$ cat src/rtl/pwm_pkg.sv
// Shared types and helpers for the PWM ramp sequencer.
// Data width, FSM state encoding, and the duty-stepping arithmetic.
package pwm_pkg;

   localparam int unsigned PWM_W = 32;

   typedef enum logic [0:0] {IDLE, RAMP} state_e;

   // Move cur toward tgt by step; land exactly on tgt instead of overshooting.
   // A step of 0 jumps straight to tgt.
   function automatic logic [PWM_W-1:0] step_toward(input logic [PWM_W-1:0] cur,
                                                    input logic [PWM_W-1:0] tgt,
                                                    input logic [PWM_W-1:0] step);
      logic [PWM_W-1:0] res;
      if (step == '0) begin
         res = tgt;
      end else if (cur < tgt) begin
         res = ((tgt - cur) <= step) ? tgt : cur + step;
      end else begin
         res = ((cur - tgt) <= step) ? tgt : cur - step;
      end
      return res;
   endfunction

   // Limit the duty to the period length (ftw+1). The compare is done in 33 bits so that
   // ftw=all-ones does not wrap. The result never exceeds duty, so it always fits in 32 bits.
   function automatic logic [PWM_W-1:0] clamp_duty(input logic [PWM_W-1:0] duty,
                                                   input logic [PWM_W-1:0] ftw);
      logic [PWM_W:0] lim;
      lim = {1'b0, ftw} + {{PWM_W{1'b0}}, 1'b1};
      return ({1'b0, duty} < lim) ? duty : lim[PWM_W-1:0];
   endfunction

endpackage

$ cat src/rtl/pwm_phase_tracker.sv
// Mirror of the pwm_ctrl period counter; flags the last clock of each PWM period.
// The counter stays in lock-step with pwm_ctrl because both reset together and only see our loads.
module pwm_phase_tracker
   import pwm_pkg::*;
(
   input  logic             clk,
   input  logic             rst_n,
   input  logic [PWM_W-1:0] ftw_cur,
   input  logic             load,
   output logic [PWM_W-1:0] ph_cnt,
   output logic             boundary
);

   assign boundary = (ph_cnt == ftw_cur);

   always_ff @(posedge clk or negedge rst_n) begin
      if (!rst_n) begin
         ph_cnt <= '0;
      end else if (load || (ph_cnt >= ftw_cur)) begin
         ph_cnt <= '0;
      end else begin
         ph_cnt <= ph_cnt + 1'b1;
      end
   end

endmodule

$ cat src/rtl/pwm_ramp_sched.sv
// Soft-start/soft-stop sequencer for pwm_ctrl: steps the duty once per PWM period
// and issues loads only on period boundaries.
module pwm_ramp_sched
   import pwm_pkg::*;
(
   input  logic             clk,
   input  logic             rst_n,
   input  logic             cmd_valid,
   output logic             cmd_ready,
   input  logic [PWM_W-1:0] cmd_ftw,
   input  logic [PWM_W-1:0] cmd_duty,
   input  logic [PWM_W-1:0] cmd_step,
   input  logic             stop,
   output logic [PWM_W-1:0] pwm_ftw,
   output logic [PWM_W-1:0] pwm_duty,
   output logic             pwm_load,
   output logic             busy,
   output logic             done
);

   state_e           state_q;
   logic [PWM_W-1:0] ftw_cur_q, duty_cur_q, target_q, step_q, ftw_new_q;
   logic             done_q;
   logic [PWM_W-1:0] ph_cnt, duty_nxt, exit_tgt;
   logic             boundary, load_now;

   pwm_phase_tracker u_phase (
      .clk      (clk),
      .rst_n    (rst_n),
      .ftw_cur  (ftw_cur_q),
      .load     (load_now),
      .ph_cnt   (ph_cnt),
      .boundary (boundary)
   );

   // Load decode uses registered state only, so there is no input-to-pwm path.
   assign load_now = (state_q == RAMP) && boundary;
   assign duty_nxt = step_toward(duty_cur_q, target_q, step_q);
   // A stop arriving on a load cycle retargets to 0, so finishing at the old target is not done.
   assign exit_tgt = stop ? '0 : target_q;

   assign pwm_load  = load_now;
   assign pwm_ftw   = load_now ? ftw_new_q : ftw_cur_q;
   assign pwm_duty  = load_now ? duty_nxt : duty_cur_q;
   assign busy      = (state_q != IDLE);
   assign done      = done_q;
   assign cmd_ready = (state_q == IDLE) && !stop;

   always_ff @(posedge clk or negedge rst_n) begin
      if (!rst_n) begin
         state_q    <= IDLE;
         ftw_cur_q  <= '0;
         duty_cur_q <= '0;
         target_q   <= '0;
         step_q     <= '0;
         ftw_new_q  <= '0;
         done_q     <= 1'b0;
      end else begin
         done_q <= 1'b0;
         unique case (state_q)
            IDLE: begin
               if (stop) begin
                  if (duty_cur_q != '0) begin
                     target_q  <= '0;
                     ftw_new_q <= ftw_cur_q;
                     state_q   <= RAMP;
                  end
               end else if (cmd_valid) begin
                  ftw_new_q <= cmd_ftw;
                  step_q    <= cmd_step;
                  target_q  <= clamp_duty(cmd_duty, cmd_ftw);
                  state_q   <= RAMP;
               end
            end
            RAMP: begin
               if (stop) begin
                  target_q <= '0;
               end
               if (load_now) begin
                  ftw_cur_q  <= ftw_new_q;
                  duty_cur_q <= duty_nxt;
                  if (duty_nxt == exit_tgt) begin
                     state_q <= IDLE;
                     done_q  <= 1'b1;
                  end
               end
            end
            default: state_q <= IDLE;
         endcase
      end
   end

endmodule
$ cat config.mk
export PLATFORM = sky130hd
export DESIGN_NAME = pwm_ramp_sched
export DESIGN_NICKNAME = d
export VERILOG_FILES = /design/src/rtl/pwm_pkg.sv /design/src/rtl/pwm_phase_tracker.sv /design/src/rtl/pwm_ramp_sched.sv
export SDC_FILE = /design/constraint.sdc
export NUM_CORES = 1
export LEC_CHECK = 0
export ABC_AREA = 1
export BUFFER_PORTS_ARGS = -buffer_cell sky130_fd_sc_hd__buf_2
export CORE_ASPECT_RATIO = 1.5
export CORE_MARGIN = 3
export CORE_UTILIZATION = 29
export DETAILED_ROUTE_END_ITERATION = 10
export PLACE_DENSITY = 0.43
export SETUP_SLACK_MARGIN = 0.3
export SLEW_MARGIN = 25
export SYNTH_ARGS = -nofsm -noshare
export SYNTH_HDL_FRONTEND = slang
export SYNTH_SLANG_ARGS = --single-unit
$ cat constraint.sdc
create_clock -name clk -period 6.3 [get_ports clk]
set_clock_uncertainty 0.05 [all_clocks]
set_input_delay 0.945 -clock clk [delete_from_list [all_inputs] [get_ports clk]]
set_output_delay 0.945 -clock clk [all_outputs]
set_load 0.005 [all_outputs]
==> flow_metrics.env, run 1 <==
export IMPL_clock_latency_ns=0.54
export IMPL_grt_pass1_wl_um=156000
export IMPL_clock_path_buffers=2
export IMPL_rsz0062_at_grt="yes"
export IMPL_async_flop_share=1.00
export IMPL_min_path_type="primary input to async pin"
export IMPL_placed_area_sq_um=25600
export IMPL_slowest_stage="dfrtp_1"
export IMPL_status="completed"
export IMPL_clk_pin_slew_ns=0.07
export IMPL_syn_avg_cell_area_sq_um=6.37
export IMPL_cts_buffers=17
export IMPL_ant_nets=0
export IMPL_synth_area_sq_um=23200
export IMPL_yosysWarnings=0
export IMPL_tightest_slew_ns=0.836
export IMPL_grt_max_degree=120
export IMPL_io_pins=168
export IMPL_setup_viol=0
export IMPL_tritoncts="yes"
export IMPL_crit_path_end_kind="output pin"
export IMPL_remaining_drc_errors=0
export IMPL_fin_area_sq_um=28000
export IMPL_holdWs_ns=0.367
export IMPL_grt_pass1_vias=25300
export IMPL_core_rowCount=126
export IMPL_critPathArrivalTime_ns=4.94
export IMPL_syn_to_final_growth_pct=21.1
export IMPL_synth_top_area_share=0.210
export IMPL_dr_pass1_iters=7
export IMPL_final_max_slew_viol_count=0
export IMPL_power_w=0.0121
export IMPL_synth_seq_area_share=0.210
export IMPL_maxSlewHeadroom=0.442
export IMPL_numPortBuffers=167
export IMPL_final_common_cell="nand2_1"
export IMPL_dieArea_sq_um=83400
export IMPL_drv_cap=0
export IMPL_drt_initial_drc_count=1508
export IMPL_powerDensity_nw_per_um2=432
export IMPL_routabilityCongestion=0.995
export IMPL_root_buffer="clkbuf_16"
export IMPL_crit_type="flop to output pin"
export IMPL_synth_area_leaders="dfrtp_1 (21%), nand2_1 (15%), ha_1 (14%), inv_1 (8.4%), a21oi_1 (7.8%)"
export IMPL_antenna_found_initial=11
export IMPL_pre_cts_ws_ns=0.415
export IMPL_final_period_utilization=0.942
export IMPL_synth_cell_types=65
export IMPL_synth_fp_nets=3992
export IMPL_fmax_mhz=168
export IMPL_ys_ff_latch=194
export IMPL_netlist_instances=3635
export IMPL_peakVddDrop_mv=0.213
export IMPL_start_util=0.293
export IMPL_wl_um=109000
export IMPL_critPathRequiredTime_ns=5.30
export IMPL_p_leak_nw=14.2
export IMPL_crit_path_max_incr_delay_ns=0.47
export IMPL_hold_violations=0
export IMPL_wire_per_inst_um=22.3
export IMPL_crit_fanout=7
export IMPL_synth_top_cell_by_area="dfrtp_1"
export IMPL_synth_flop_cell="dfrtp_1"
export IMPL_viasPerCell=5.13
export IMPL_cp_start_kind="flop"
export IMPL_fin_setup_tns_ns=0
export IMPL_core_area_sq_um=79000
export IMPL_fin_crit_ns=5.94
export IMPL_grt_overflow=0
export IMPL_final_cell_mix="nand2_1 (859), inv_1 (500), nor2_1 (275)"
export IMPL_synth_edf_count=0
export IMPL_dp_hpwl_um=90000
export IMPL_layout_drive_gt1_share=0.186
export IMPL_nNetsFinal=4194
export IMPL_die_y_um=352
export IMPL_cpMostUsedCell="nand2_2"
export IMPL_grt_use_total=0.252
export IMPL_holdBufCountCts=0
export IMPL_num_vias=25000
export IMPL_nFillCells=8764
export IMPL_die_w_um=237
export IMPL_cts_max_level=4
export IMPL_setup_ws_ns=0.363
export IMPL_clock_sinks=194
-- area by class of cell --
class,count,area (sq um),share of cell area
diodes,6,15.0,0.000535
clock buffers,19,453,0.0162
clock inverters,13,165,0.00589
inverters,526,1980,0.0707
multi-input cells,2768,17000,0.605
flip-flops and latches,194,4870,0.174
well taps,1024,1280,0.0457
repair buffers,330,2320,0.0826
-- synthesized netlist by cell type (all sizes together) (25+ instances only) --
cell type  number
ha            253
nand3         259
dfrtp         194
a22oi          32
a21oi         363
nor2          321
nand4          66
clkbuf         87
o21ai         194
nand2         920
inv           523
nor3           39
xnor2          25
xor2           94
buf            60
o211ai         65
-- per-layer routing --
layer | track usage | part of all wire | vias to the layer above
li1 | - | - | 12300
met1 | 0.263 | 0.37 | 11700
met2 | 0.457 | 0.50 | 725
met3 | 0.0321 | 0.039 | 290
met4 | 0.189 | 0.090 | 6
met5 | 0 | 0.00034 | -
-- state kept, by name, summed over array words and instances, names as in the netlist --
name and count:
duty_cur_q 32, ftw_new_q 32, target_q 32, done 1
step_q 32, busy 1, u_phase.ph_cnt 32, ftw_cur_q 32
-- logic make-up (layout without fill, tap and decap cells) --
| family | Yosys count | in the layout | synth area share |
|---|---|---|---|
| xor+xnor | 119 | 119 | 0.0450 |
| buf+inv | 673 | 888 | 0.114 |
| compound gates | 724 | 724 | 0.176 |
| other cells | 0 | 6 | 0 |
| flops | 194 | 194 | 0.210 |
| simple gates | 1667 | 1667 | 0.315 |
| mux | 1 | 1 | 0.000486 |
| fa+ha+maj | 257 | 257 | 0.140 |
-- report_power, final --
group | total (W) | switching [W] | leakage (nW) | internal [W]
Clock | 0.00125 | 0.000631 | 0.302 | 0.000621
Sequential | 0.00173 | 0.000206 | 2.45 | 0.00152
Combinational | 0.00914 | 0.00607 | 11.5 | 0.00306
Total | 0.0121 | 0.00691 | 14.2 | 0.00521
-- path summary, 6_finish.rpt --
check / startpoint / end / slack (ns) / depth (start not counted)
worst max-delay path: target_q[22] / pwm_duty[12] / 0.36 / 26
max in group asynchronous: rst_n / duty_cur_q[1] / 4.56 / 2
worst min register to register: u_phase.ph_cnt[0] / u_phase.ph_cnt[0] / 0.45 / 1
worst max register to register: target_q[22] / busy / 1.12 / 31
worst min-delay path: rst_n / ftw_cur_q[29] / 0.37 / 1
min in group clk: u_phase.ph_cnt[0] / u_phase.ph_cnt[0] / 0.45 / 1
-- repair_timing --
item	CTS	global route
gates resized for setup	138	226
setup buffers	18	27
pin swaps	15	63
setup endpoints to repair	32	32
gates cloned	1	4
-- worst max-delay path, delay by kind of cell (launching register included) --
| kind | cells | cell delay, ns |
|---|---|---|
| adder cells (fa/ha/maj) | 2 | 0.66 |
| AO/OA/AOI/OAI | 6 | 1.00 |
| buffers and inverters | 4 | 0.55 |
| flip-flops | 1 | 0.47 |
| XOR/XNOR | 1 | 0.18 |
| AND/OR/NAND/NOR | 13 | 1.53 |
-- stage by stage --
step / util / instances
floorplan: - / 3635
global placement: 0.324 / 4792
detailed placement: 0.324 / 4792
CTS: 0.340 / 4843
global route: 0.355 / 4876
finish: 0.355 / 4880
Power figures use the tool's default switching activity.
==> run 2: changes to the inputs <==
GPL_TIMING_DRIVEN = 0   (was default)
==> flow_metrics.env, run 2 (synthesis results as in run 1) <==
export IMPL_root_buffer="clkbuf_16"
export IMPL_clock_sinks=194
export IMPL_drt_initial_drc_count=1209
export IMPL_rsz0062_at_grt="yes"
export IMPL_clock_latency_ns=0.53
export IMPL_nNetsFinal=4336
export IMPL_final_common_cell="nand2_1"
export IMPL_wl_met1_um=41400
export IMPL_start_util=0.293
export IMPL_slowest_stage="dfrtp_2"
export IMPL_routabilityCongestion=0.982
export IMPL_die_w_um=237
export IMPL_critPathArrivalTime_ns=4.98
export IMPL_viasPerCell=5.13
export IMPL_fmax_mhz=167
export IMPL_setup_viol=0
export IMPL_dr_wl_met3_um=3950
export IMPL_met2_length_um=63500
export IMPL_tritoncts="yes"
export IMPL_die_y_um=352
export IMPL_layout_drive_gt1_share=0.243
export IMPL_drv_cap=0
export IMPL_critical_path_top_delay_family="simple AND/OR/NAND/NOR gates"
export IMPL_core_area_sq_um=79000
export IMPL_clock_path_buffers=2
export IMPL_final_period_utilization=0.949
export IMPL_status="completed"
export IMPL_cp_buffers_inverters=3
export IMPL_crit_type="flop to output pin"
export IMPL_io_pins=168
export IMPL_num_vias=25800
export IMPL_core_rowCount=126
export IMPL_dp_hpwl_um=101000
export IMPL_grt_pass1_wl_um=170000
export IMPL_cts_max_level=4
export IMPL_peakVddDrop_mv=0.303
export IMPL_grt_pass1_vias=26500
export IMPL_final_max_slew_viol_count=0
export IMPL_min_path_type="primary input to async pin"
export IMPL_grt_max_degree=80
export IMPL_crit_path_max_incr_delay_ns=0.48
export IMPL_cpMostUsedCell="nand2_2"
export IMPL_crit_fanout=10
export IMPL_clk_pin_slew_ns=0.09
export IMPL_hold_violations=0
export IMPL_remaining_drc_errors=0
export IMPL_dr_pass1_iters=6
export IMPL_holdBufCountCts=0
export IMPL_crit_path_end_kind="output pin"
export IMPL_grt_use_total=0.280
export IMPL_numPortBuffers=166
export IMPL_fin_crit_ns=5.98
export IMPL_dieArea_sq_um=83400
export IMPL_wire_per_inst_um=24.0
export IMPL_p_leak_nw=14.9
export IMPL_highest_layer="met5"
export IMPL_nFillCells=8705
export IMPL_maxSlewHeadroom=0.195
export IMPL_ant_nets=0
export IMPL_wl_um=120000
export IMPL_cts_buffers=17
export IMPL_critPathRequiredTime_ns=5.30
export IMPL_tightest_slew_ns=1.21
export IMPL_antenna_found_initial=11
export IMPL_cp_start_kind="flop"
export IMPL_power_w=0.0131
export IMPL_utilization=0.382
export IMPL_grt_overflow=0
export IMPL_powerDensity_nw_per_um2=434
export IMPL_syn_to_final_growth_pct=30.3
export IMPL_final_cell_mix="nand2_1 (811), inv_1 (496), nor2_1 (267)"
==> run 2: cell types whose count changed in the layout (fill, tap and decap cells not counted), sizes merged <==
cell      delta
bufinv       -2
buf         +58
clkinvlp     +1
diode        -1
inv          +1
clkinv       -1
clkbuf      +85
==> run 2: metrics by stage <==
stage	cells	area, sq um	setup WS [ns]	TNS [ns]	hold slack (ns)
2_1_floorplan	3635	23200	1.48	0	0.404
3_3_place_gp	4825	25300	-1.66	-58.47	0.431
3_5_place_dp	4829	25400	-1.25	-34.09	0.432
4_1_cts	4974	28700	0.213	0	0.258
5_1_grt	5016	30200	0.158	0	0.278
6_report	5021	30200	0.321	0	0.255
==> run 2: power breakdown <==
group / internal, W / switching, W / total [W]
combinational: 0.00347 / 0.00669 / 0.0102
clock: 0.000554 / 0.000670 / 0.00122
sequential: 0.00152 / 0.000194 / 0.00172
total: 0.00555 / 0.00755 / 0.0131
==> run 2: final cells by class <==
cell class | instances | area, sq um | share of cell area
sequential | 194 | 4910 | 0.163
inverter | 526 | 1990 | 0.0660
multi-input combinational | 2768 | 18200 | 0.604
clock inverter | 12 | 131 | 0.00435
buffer | 147 | 927 | 0.0307
antenna | 5 | 12.5 | 0.000415
tap | 1024 | 1280 | 0.0425
clock buffer | 20 | 457 | 0.0151
timing repair buffer | 325 | 2250 | 0.0746
==> run 2: routing by layer <==
metal,global-route usage,vias up
met2,0.532,672
met1,0.266,12100
met5,0,-
met3,0.0354,336
met4,0.222,10
li1,-,12600
==> run 2: path summary, 6_finish.rpt <==
check | cells after the start | slack [ns] | from | endpoint
min reg2reg | 1 | 0.45 | u_phase.ph_cnt[0] | u_phase.ph_cnt[0]
min in group clk | 1 | 0.45 | u_phase.ph_cnt[0] | u_phase.ph_cnt[0]
min | 1 | 0.25 | rst_n | ftw_new_q[27]
max in group asynchronous | 3 | 4.79 | rst_n | ftw_new_q[1]
max | 25 | 0.32 | duty_cur_q[0] | pwm_duty[30]
max reg2reg | 35 | 1.05 | target_q[0] | busy
==> run 2: what timing repair did <==
action / in CTS / in global routing
pin swaps: 80 / 87
gates cloned: 3 / 2
setup endpoints to repair: 66 / 32
resized for setup: 497 / 255
setup buffers: 110 / 40
==> run 3: changes to the inputs <==
CELL_PAD_IN_SITES_DETAIL_PLACEMENT = 1   (was default)
CELL_PAD_IN_SITES_GLOBAL_PLACEMENT = 1   (was default)
PLACE_DENSITY = 0.57   (was 0.43)
==> flow_metrics.env, run 3 (synthesis results as in run 1) <==
export IMPL_status="completed"
export IMPL_r2r_cells=35
export IMPL_placed_area_sq_um=25400
export IMPL_num_vias=26300
export IMPL_endpoint="pwm_duty[8]"
export IMPL_maxSlewHeadroom=0.150
export IMPL_r2r_start="target_q[0]"
export IMPL_holdBufCountCts=0
export IMPL_clock_sinks=194
export IMPL_io_pins=168
export IMPL_syn_to_final_growth_pct=29.9
export IMPL_grt_pass1_wl_um=179000
export IMPL_crit_fanout=10
export IMPL_tightest_slew_ns=1.27
export IMPL_grt_pass1_vias=28400
export IMPL_powerDensity_nw_per_um2=444
export IMPL_clk_pin_slew_ns=0.09
export IMPL_min_path_type="primary input to async pin"
export IMPL_die_w_um=237
export IMPL_drt_initial_drc_count=1070
export IMPL_peakVddDrop_mv=0.310
export IMPL_hold_violations=0
export IMPL_tritoncts="yes"
export IMPL_drv_cap=0
export IMPL_power_w=0.0134
export IMPL_routabilityCongestion=0.997
export IMPL_clock_latency_ns=0.55
export IMPL_core_area_sq_um=79000
export IMPL_wl_um=126000
export IMPL_clock_path_buffers=2
export IMPL_crit_path_end_kind="output pin"
export IMPL_final_cell_mix="nand2_1 (811), inv_1 (490), nor2_1 (271)"
export IMPL_rr_endpoint="busy"
export IMPL_utilization=0.381
export IMPL_antenna_found_initial=8
export IMPL_start_util=0.293
export IMPL_final_common_cell="nand2_1"
export IMPL_dr_pass1_iters=5
export IMPL_final_period_utilization=0.976
export IMPL_grt_use_total=0.294
export IMPL_grt_overflow=0
export IMPL_fin_crit_ns=6.15
export IMPL_remaining_drc_errors=0
export IMPL_crit_path_max_incr_delay_ns=0.43
export IMPL_final_max_slew_viol_count=0
export IMPL_wire_per_inst_um=25.1
export IMPL_grt_max_degree=78
export IMPL_cp_start_kind="flop"
export IMPL_cts_max_level=4
export IMPL_crit_type="flop to output pin"
export IMPL_nFillCells=10100
export IMPL_critPathArrivalTime_ns=5.15
export IMPL_stdcell_count=5024
export IMPL_cp_startpoint="target_q[0]"
export IMPL_critPathRequiredTime_ns=5.30
export IMPL_cpMostUsedCell="a21oi_4"
export IMPL_reg2reg_slack_ns=0.95
export IMPL_fmax_mhz=163
export IMPL_fin_area_sq_um=30100
export IMPL_setup_viol=0
export IMPL_rsz0062_at_grt="yes"
export IMPL_ant_nets=0
export IMPL_cts_buffers=17
export IMPL_slowest_stage="dfrtp_2"
export IMPL_numPortBuffers=166
export IMPL_die_y_um=352
export IMPL_dieArea_sq_um=83400
export IMPL_core_rowCount=126
export IMPL_root_buffer="clkbuf_16"
export IMPL_holdWs_ns=0.248
export IMPL_dp_hpwl_um=105000
export IMPL_layout_drive_gt1_share=0.243
export IMPL_nNetsFinal=4342
export IMPL_p_leak_nw=14.9
export IMPL_viasPerCell=5.24
export IMPL_dp_cells=4828
==> run 3: changes by cell type in the layout (fill, tap and decap cells not counted), moves of 6 or more <==
| cell | change |
|---|---|
| nand3_1 | -6 |
| a21oi_4 | -11 |
| a21oi_2 | +6 |
| clkbuf_4 | -8 |
| nor2_2 | -6 |
| inv_1 | -6 |
| buf_4 | +6 |
| buf_2 | +6 |
==> run 3: critical path: cells and delay by family, from the launching register on <==
kind | cells | cell delay, ns
buf+inv | 7 | 0.83
fa+ha+maj | 3 | 0.84
xor+xnor | 1 | 0.09
flops | 1 | 0.43
simple gates | 11 | 1.23
compound gates | 6 | 1.12
==> run 3: power breakdown <==
group,leakage (nW),switching [W],internal [W]
clock,0.298,0.000670,0.000606
sequential,2.41,0.000204,0.00153
combinational,12.2,0.00687,0.00349
==> run 3: metrics by stage <==
| stage | TNS, ns | setup slack [ns] |
|---|---|---|
| 2_1_floorplan | 0 | 1.48 |
| 3_3_place_gp | -42.32 | -1.39 |
| 3_5_place_dp | -35.73 | -1.28 |
| 4_1_cts | 0 | 0.200 |
| 5_1_grt | 0 | 0.0529 |
| 6_report | 0 | 0.153 |
==> run 3: repair_timing <==
item                                    CTS  global route
gates resized for setup                 513           221
hold endpoints to repair                  0             0
endpoints found under the setup margin   66            32
setup buffers                           105            53
gates cloned                              2             2
pin swaps                                82            94
==> run 3: cell type report <==
| type | instances | area (sq um) | share of cell area |
|---|---|---|---|
| well taps | 1024 | 1280 | 0.0426 |
| clock inverters | 14 | 186 | 0.00620 |
| diodes | 2 | 5.00 | 0.000166 |
| inverters | 526 | 2000 | 0.0664 |
| flip-flops and latches | 194 | 4910 | 0.163 |
| multi-input cells | 2768 | 18100 | 0.601 |
| plain buffers | 147 | 917 | 0.0305 |
| clock buffers | 18 | 429 | 0.0143 |
| repair buffers | 331 | 2260 | 0.0752 |
==> run 3: worst min-delay path by stage <==
stage	endpoint	slack [ns]	depth (start not counted)
floorplan	u_phase.ph_cnt[0]	0.40	1
global placement	ftw_cur_q[31]	0.43	2
detailed placement	u_phase.ph_cnt[0]	0.44	1
CTS	ftw_new_q[26]	0.24	1
global route	ftw_new_q[26]	0.26	1
finish	ftw_new_q[26]	0.25	1
==> run 3: routing by layer <==
metal,part of all wire,global-route usage,up-vias
li1,-,-,12600
met1,0.35,0.279,12800
met5,0.00062,0,-
met3,0.026,0.0383,336
met4,0.087,0.212,12
met2,0.54,0.569,540
